==> config.mk <==
export PLATFORM = sky130hd
export DESIGN_NAME = sync_dual_rr_merge
export DESIGN_NICKNAME = d
export VERILOG_FILES = /design/src/rtl/sync_dual_rr_merge.sv
export SDC_FILE = /design/constraint.sdc
export NUM_CORES = 1
export LEC_CHECK = 0
export CAP_MARGIN = 20
export CORE_UTILIZATION = 25
export CTS_BUF_LIST = sky130_fd_sc_hd__clkbuf_2
export CTS_CLUSTER_DIAMETER = 200
export DETAILED_ROUTE_END_ITERATION = 6
export PLACE_DENSITY = 0.51
export SLEW_MARGIN = 20
export SYNTH_ARGS = -nofsm -noshare
export SYNTH_HDL_FRONTEND = slang
export SYNTH_SLANG_ARGS = --single-unit
export TNS_END_PERCENT = 1
==> constraint.sdc <==
create_clock -name clk -period 2.85 [get_ports clk]
set_input_delay 0.57 -clock clk [delete_from_list [all_inputs] [get_ports clk]]
set_output_delay 0.57 -clock clk [all_outputs]
set_load 0.05 [all_outputs]
==> src/rtl/sync_dual_rr_merge.sv <==
`timescale 1ns/1ps
// sync_dual_rr_merge
// Clocked round-robin merge of N dual-rail four-phase request channels onto a
// single dual-rail output channel. Each channel is synchronized into the clock
// domain. A channel is only considered DATA or NULL once its synchronized word
// has been identical on two consecutive samples, which filters out rail skew.
// The chosen word is captured, so the output never follows live input. The
// round-robin pointer moves past a channel only after its full handshake
// (DATA, COMP=1, NULL, COMP=0) completes.
//
// Ports
//   clk          rising-edge clock
//   init         synchronous active-high reset
//   dual_in      N channels of W dual-rail digits, channel i at [i*2W +: 2W]
//   dual_comp    per-channel completion: 0 asks for DATA, 1 asks for NULL
//   outfinal     registered merged dual-rail output word
//   outfinalCOMP consumer completion: 0 ready for DATA, 1 ready for NULL
//   grant        one-hot current owner of the output, 0 when idle
//   illegal      one-cycle pulse per cycle a synchronized digit reads 11
module sync_dual_rr_merge #(
  parameter int N           = 4,
  parameter int W           = 1,
  parameter int SYNC_STAGES = 2
) (
  input  logic             clk,
  input  logic             init,
  input  logic [N*2*W-1:0] dual_in,
  output logic [N-1:0]     dual_comp,
  output logic [2*W-1:0]   outfinal,
  input  logic             outfinalCOMP,
  output logic [N-1:0]     grant,
  output logic             illegal
);

  localparam int CW = 2 * W;
  localparam int DW = N * CW;
  localparam int PW = $clog2(N);

  typedef enum logic [1:0] {
    IDLE = 2'd0,
    SEND = 2'd1,
    ACK  = 2'd2
  } stateT;

  // True when any digit of the word has both rails high.
  function automatic logic hasIllegalDigit(input logic [CW-1:0] word);
    logic bad;
    bad = 1'b0;
    for (int d = 0; d < W; d++) begin
      bad = bad | (word[2*d] & word[2*d+1]);
    end
    return bad;
  endfunction

  // True when every digit of the word has exactly one rail high.
  function automatic logic isCompleteData(input logic [CW-1:0] word);
    logic ok;
    ok = 1'b1;
    for (int d = 0; d < W; d++) begin
      ok = ok & (word[2*d] ^ word[2*d+1]);
    end
    return ok;
  endfunction

  logic [DW-1:0]          dinSync [SYNC_STAGES];
  logic [DW-1:0]          dinPrev;
  logic [SYNC_STAGES-1:0] ocSync;
  logic [DW-1:0]          dinCur;
  logic                   ocS;

  logic [N-1:0]  chData;
  logic [N-1:0]  chNull;
  logic [N-1:0]  chBad;

  stateT         state;
  stateT         stateNext;
  logic [PW-1:0] rrPtr;
  logic [PW-1:0] ownerReg;

  logic          pickFound;
  logic [PW-1:0] pickIdx;
  logic [CW-1:0] pickWord;

  logic [CW-1:0] outNext;
  logic [N-1:0]  grantNext;
  logic [N-1:0]  compNext;
  logic [PW-1:0] ptrNext;
  logic [PW-1:0] ownerNext;

  // Input synchronizers plus one extra sample that feeds the skew filter.
  always_ff @(posedge clk) begin
    if (init) begin
      for (int s = 0; s < SYNC_STAGES; s++) begin
        dinSync[s] <= {DW{1'b0}};
      end
      dinPrev <= {DW{1'b0}};
      ocSync  <= {SYNC_STAGES{1'b0}};
    end else begin
      dinSync[0] <= dual_in;
      for (int s = 1; s < SYNC_STAGES; s++) begin
        dinSync[s] <= dinSync[s-1];
      end
      dinPrev <= dinSync[SYNC_STAGES-1];
      ocSync  <= {ocSync[SYNC_STAGES-2:0], outfinalCOMP};
    end
  end

  assign dinCur = dinSync[SYNC_STAGES-1];
  assign ocS    = ocSync[SYNC_STAGES-1];

  // Per-channel qualification: stable complete DATA, stable NULL, or illegal.
  always_comb begin
    chData = {N{1'b0}};
    chNull = {N{1'b0}};
    chBad  = {N{1'b0}};
    for (int i = 0; i < N; i++) begin
      chBad[i]  = hasIllegalDigit(dinCur[i*CW +: CW]);
      chData[i] = (dinCur[i*CW +: CW] == dinPrev[i*CW +: CW])
                  && isCompleteData(dinCur[i*CW +: CW]);
      chNull[i] = (dinCur[i*CW +: CW] == dinPrev[i*CW +: CW])
                  && (dinCur[i*CW +: CW] == {CW{1'b0}});
    end
  end

  // Round-robin pick: first DATA channel at or after rrPtr, wrapping at N.
  always_comb begin
    int scan;
    scan      = 0;
    pickFound = 1'b0;
    pickIdx   = {PW{1'b0}};
    pickWord  = {CW{1'b0}};
    for (int k = 0; k < N; k++) begin
      scan = int'(rrPtr) + k;
      if (scan >= N) begin
        scan = scan - N;
      end else begin
        scan = scan + 0;
      end
      for (int j = 0; j < N; j++) begin
        if (!pickFound && (scan == j) && chData[j]) begin
          pickFound = 1'b1;
          pickIdx   = PW'(j);
          pickWord  = dinCur[j*CW +: CW];
        end else begin
          pickFound = pickFound;
        end
      end
    end
  end

  // Handshake sequencing: next state and next registered outputs.
  always_comb begin
    stateNext = state;
    outNext   = outfinal;
    grantNext = grant;
    compNext  = dual_comp;
    ptrNext   = rrPtr;
    ownerNext = ownerReg;
    case (state)
      IDLE: begin
        outNext   = {CW{1'b0}};
        grantNext = {N{1'b0}};
        compNext  = {N{1'b0}};
        if (!ocS && pickFound) begin
          outNext   = pickWord;
          grantNext = {{(N-1){1'b0}}, 1'b1} << pickIdx;
          ownerNext = pickIdx;
          stateNext = SEND;
        end else begin
          stateNext = IDLE;
        end
      end
      SEND: begin
        // Output holds the captured word until the consumer signals it took it.
        if (ocS) begin
          outNext   = {CW{1'b0}};
          compNext  = grant;
          stateNext = ACK;
        end else begin
          stateNext = SEND;
        end
      end
      ACK: begin
        // Both the source and the consumer must be back at NULL before release.
        if (chNull[ownerReg] && !ocS) begin
          compNext  = {N{1'b0}};
          grantNext = {N{1'b0}};
          ptrNext   = (ownerReg == PW'(N-1)) ? {PW{1'b0}} : ownerReg + PW'(1);
          stateNext = IDLE;
        end else begin
          stateNext = ACK;
        end
      end
      default: begin
        outNext   = {CW{1'b0}};
        grantNext = {N{1'b0}};
        compNext  = {N{1'b0}};
        stateNext = IDLE;
      end
    endcase
  end

  // State, pointer and registered outputs.
  always_ff @(posedge clk) begin
    if (init) begin
      state     <= IDLE;
      rrPtr     <= {PW{1'b0}};
      ownerReg  <= {PW{1'b0}};
      outfinal  <= {CW{1'b0}};
      grant     <= {N{1'b0}};
      dual_comp <= {N{1'b0}};
      illegal   <= 1'b0;
    end else begin
      state     <= stateNext;
      rrPtr     <= ptrNext;
      ownerReg  <= ownerNext;
      outfinal  <= outNext;
      grant     <= grantNext;
      dual_comp <= compNext;
      illegal   <= |chBad;
    end
  end

endmodule

==> flow_summary.toml <==
[outcome]
outcome = "finished, final reports clean"

[grt]
grt_pass1_wl_um = 8850
grt_max_degree = 32
antenna_found_initial = 0
first_global_vias = 1739
grtUsageMet2_pct = 18.1
grt_util_met1_pct = 16.1
grt.total_usage_pct = 11.7
use_met3_pct = 2.17
overflow = 0
grt.busiest_layer = "met2"

[floorplanning]
start_util_pct = 25.9
row_count = 34
die_h_um = 97.0
ios = 22
die_x_um = 97.0
core_um2 = 8720
die_area_um2 = 9400

[worst_hold_path]
hp-class = "flip-flop to flip-flop"
hold_end = "ocSync[1]"
hold_start = "ocSync[0]"
hold_depth = 1

[timing]
setup_viol_count_final = 0
whs_ps = 459
tightest_slew_ps = 711
period_share_pct = 88.8
hold_violations = 0
skew_ps = 8.02
period_minus_slack_ps = 2530
slew_headroom_pct = 52.5
rsz0062_at_grt = "no"
fmax_ghz = 0.395
slew_violations = 0
final.setup.tns_ps = 0

[cells_and_area]
syn_to_final_growth_pct = 15.6
final_core_util_pct = 29.9
drive_gt1_share_pct = 10.2
n_fill_cell = 902
antennaDiodeCount = 0
finalNetCount = 294

[synthesis]
synth_edf_count = 0
synth_area_leaders = "dfxtp_1, nor2b_1, ha_1"
synth.distinct_cells = 57
synth_cells = 256
syn-num-nets = 276
netlist_area_um2 = 2250
synth_top_area_share_pct = 38.2
seq_area_frac_synth_pct = 38.2
synth-seq-cells = 43
synthFlopType = "dfxtp_1"
synth.yosys.warnings = 0
avgSynthCellArea_um2 = 8.81
synth_top_area_cell = "dfxtp_1"
synthArstFlopShare_pct = 0

[place]
io_buffers = 21
place_congestion = 0.849
hpwlAfterDp_um = 4030

[clock_network]
cts_sinks = 43
clk_latency_ps = 390
cts_tree = "built"
clock_path_buffers = 2
post_cts_buffers = 0
ctsResizeCount = 0
h-tree-depth = 2
cts-root-buf = "clkbuf_2"
cts_buffers = 5
clk_pin_slew_worst_paths_ps = 220
ctsHoldBuffers = 0

[detailed_routing]
drt_iter0_drc = 214
via_per_inst = 5.04
wl_um = 5360
postRouteAntennaNets = 0
wl_per_cell_um = 14.0
vias = 1927
dr.pass1.iters = 4
route.detailed.drc = 0

[setup_path]
r2r-start = "dinSync[0][12]"
critical_path_required_ps = 3200
critical_path_class = "flip-flop to flip-flop"
reg2regPathDepth = 8
arrival_ps = 2880
r2r_slack_ps = 320
startpoint_type = "flip-flop"
critical_path.max_fanout = 10
r2r_end = "grant[3]"
worstSetupEndpointType = "flip-flop"

[pwr]
p_leak_nw = 0.929
ir_drop_v = 0.000237
power_density_nw_per_um2 = 470

[job]
drv_cap = 0
## sequential cells by signal, indices dropped and copies added (netlist names), 2 cells and up
name	cells
dinPrev	8
ocSync	2
outfinal	2
rrPtr	2
grant	4
dual_comp	4
state	2
ownerReg	2
dinSync	16
## power by group
group	total, W	leakage, nW	switching, W	internal [W]
Clock	0.000345	0.0350	0.000202	0.000143
Combinational	0.000228	0.542	0.000135	0.0000931
Sequential	0.000652	0.352	0.0000234	0.000628
Total	0.00122	0.929	0.000360	0.000865
## cell type report
cell class	count	area, um2	area share, %
clock buffer	5	25.0	0.960
clock inverter	2	37.5	1.44
inverter	10	37.5	1.44
multi-input combinational	190	1270	48.6
sequential	43	861	33.0
tap	108	135	5.18
timing repair buffer	24	245	9.40
## layer usage
metal | up-vias | wire length [um]
met1 | 902 | 2620
met5 | - | 0
met2 | 67 | 2400
li1 | 949 | -
met4 | 0 | 114
met3 | 9 | 235
## cells in the mapped netlist, types with 3 or more instances
| master | n |
|---|---|
| clkbuf_1 | 4 |
| nor3_1 | 6 |
| a32oi_1 | 3 |
| ha_1 | 9 |
| buf_2 | 3 |
| nand2_1 | 16 |
| a211oi_1 | 3 |
| nand3_1 | 8 |
| xnor2_1 | 5 |
| nor2_1 | 30 |
| a22o_1 | 4 |
| and3_1 | 3 |
| nand4_1 | 6 |
| dfxtp_1 | 43 |
| mux2i_1 | 3 |
| inv_1 | 10 |
| a31oi_1 | 4 |
| nor4_1 | 4 |
| nor2b_1 | 19 |
| xnor2_2 | 3 |
| a21oi_1 | 13 |
| and4_2 | 3 |
| nand2b_1 | 5 |
| o21ai_0 | 8 |
## through the flow
step                setup slack [ps]  cell area [um2]  std cells  total power [W]
floorplan                        663             2250        256         0.000828
finish                           318             2610        382          0.00122
detailed placement               371             2540        375         0.000892
global route                     161             2610        382          0.00128
global placement                 437             2540        375         0.000894
CTS                              312             2610        382          0.00124
## how the worst max path moves through the flow
stage | from | endpoint | slack [ps] | cells after the start
after floorplan | dinSync[0][10] | outfinal[0] | 660 | 9
after global placement | dinSync[0][12] | grant[3] | 440 | 8
after detailed placement | dinSync[0][12] | outfinal[0] | 370 | 7
after CTS | dinSync[0][12] | outfinal[0] | 310 | 7
after global routing | dinSync[0][12] | grant[3] | 160 | 8
final | dinSync[0][12] | grant[3] | 320 | 8
## worst max-delay path, cell delays in order (launching register included)
cell     delay [ps]
dfxtp_1         500
inv_1           120
ha_1            320
and3_1          370
nor4_1          110
or4_1           560
and3b_1         310
a22oi_1          90
nor2_1          110
## placed cells by master (no fill, tap or decap), types with 3 or more instances in the layout
cell type        netlist  layout
clkdlybuf4s50_1        0      21
nand3_1                8       8
dfxtp_1               43      43
nor2b_1               19      19
nand2b_1               5       5
and3_1                 3       3
a21oi_1               13      13
nor4_1                 4       4
and4_2                 3       3
xnor2_1                5       5
nand2_1               16      16
nand4_1                6       6
a211oi_1               3       3
a32oi_1                3       3
ha_1                   9       9
inv_1                 10      10
nor3_1                 6       6
o21ai_0                8       8
xnor2_2                3       3
clkbuf_2               0       5
a31oi_1                4       4
mux2i_1                3       3
nor2_1                30      30
a22o_1                 4       4
## cell families after synthesis
group / after synthesis / synth area share, %
AO/OA/AOI/OAI: 53 / 17.2
multiplexers: 3 / 1.33
AND/OR/NAND/NOR: 116 / 28.1
flip-flops: 43 / 38.2
XOR/XNOR: 9 / 4.50
adder cells (fa/ha/maj): 9 / 4.99
buffers and inverters: 23 / 5.66
Note: power is estimated with default switching activity, not from simulation.
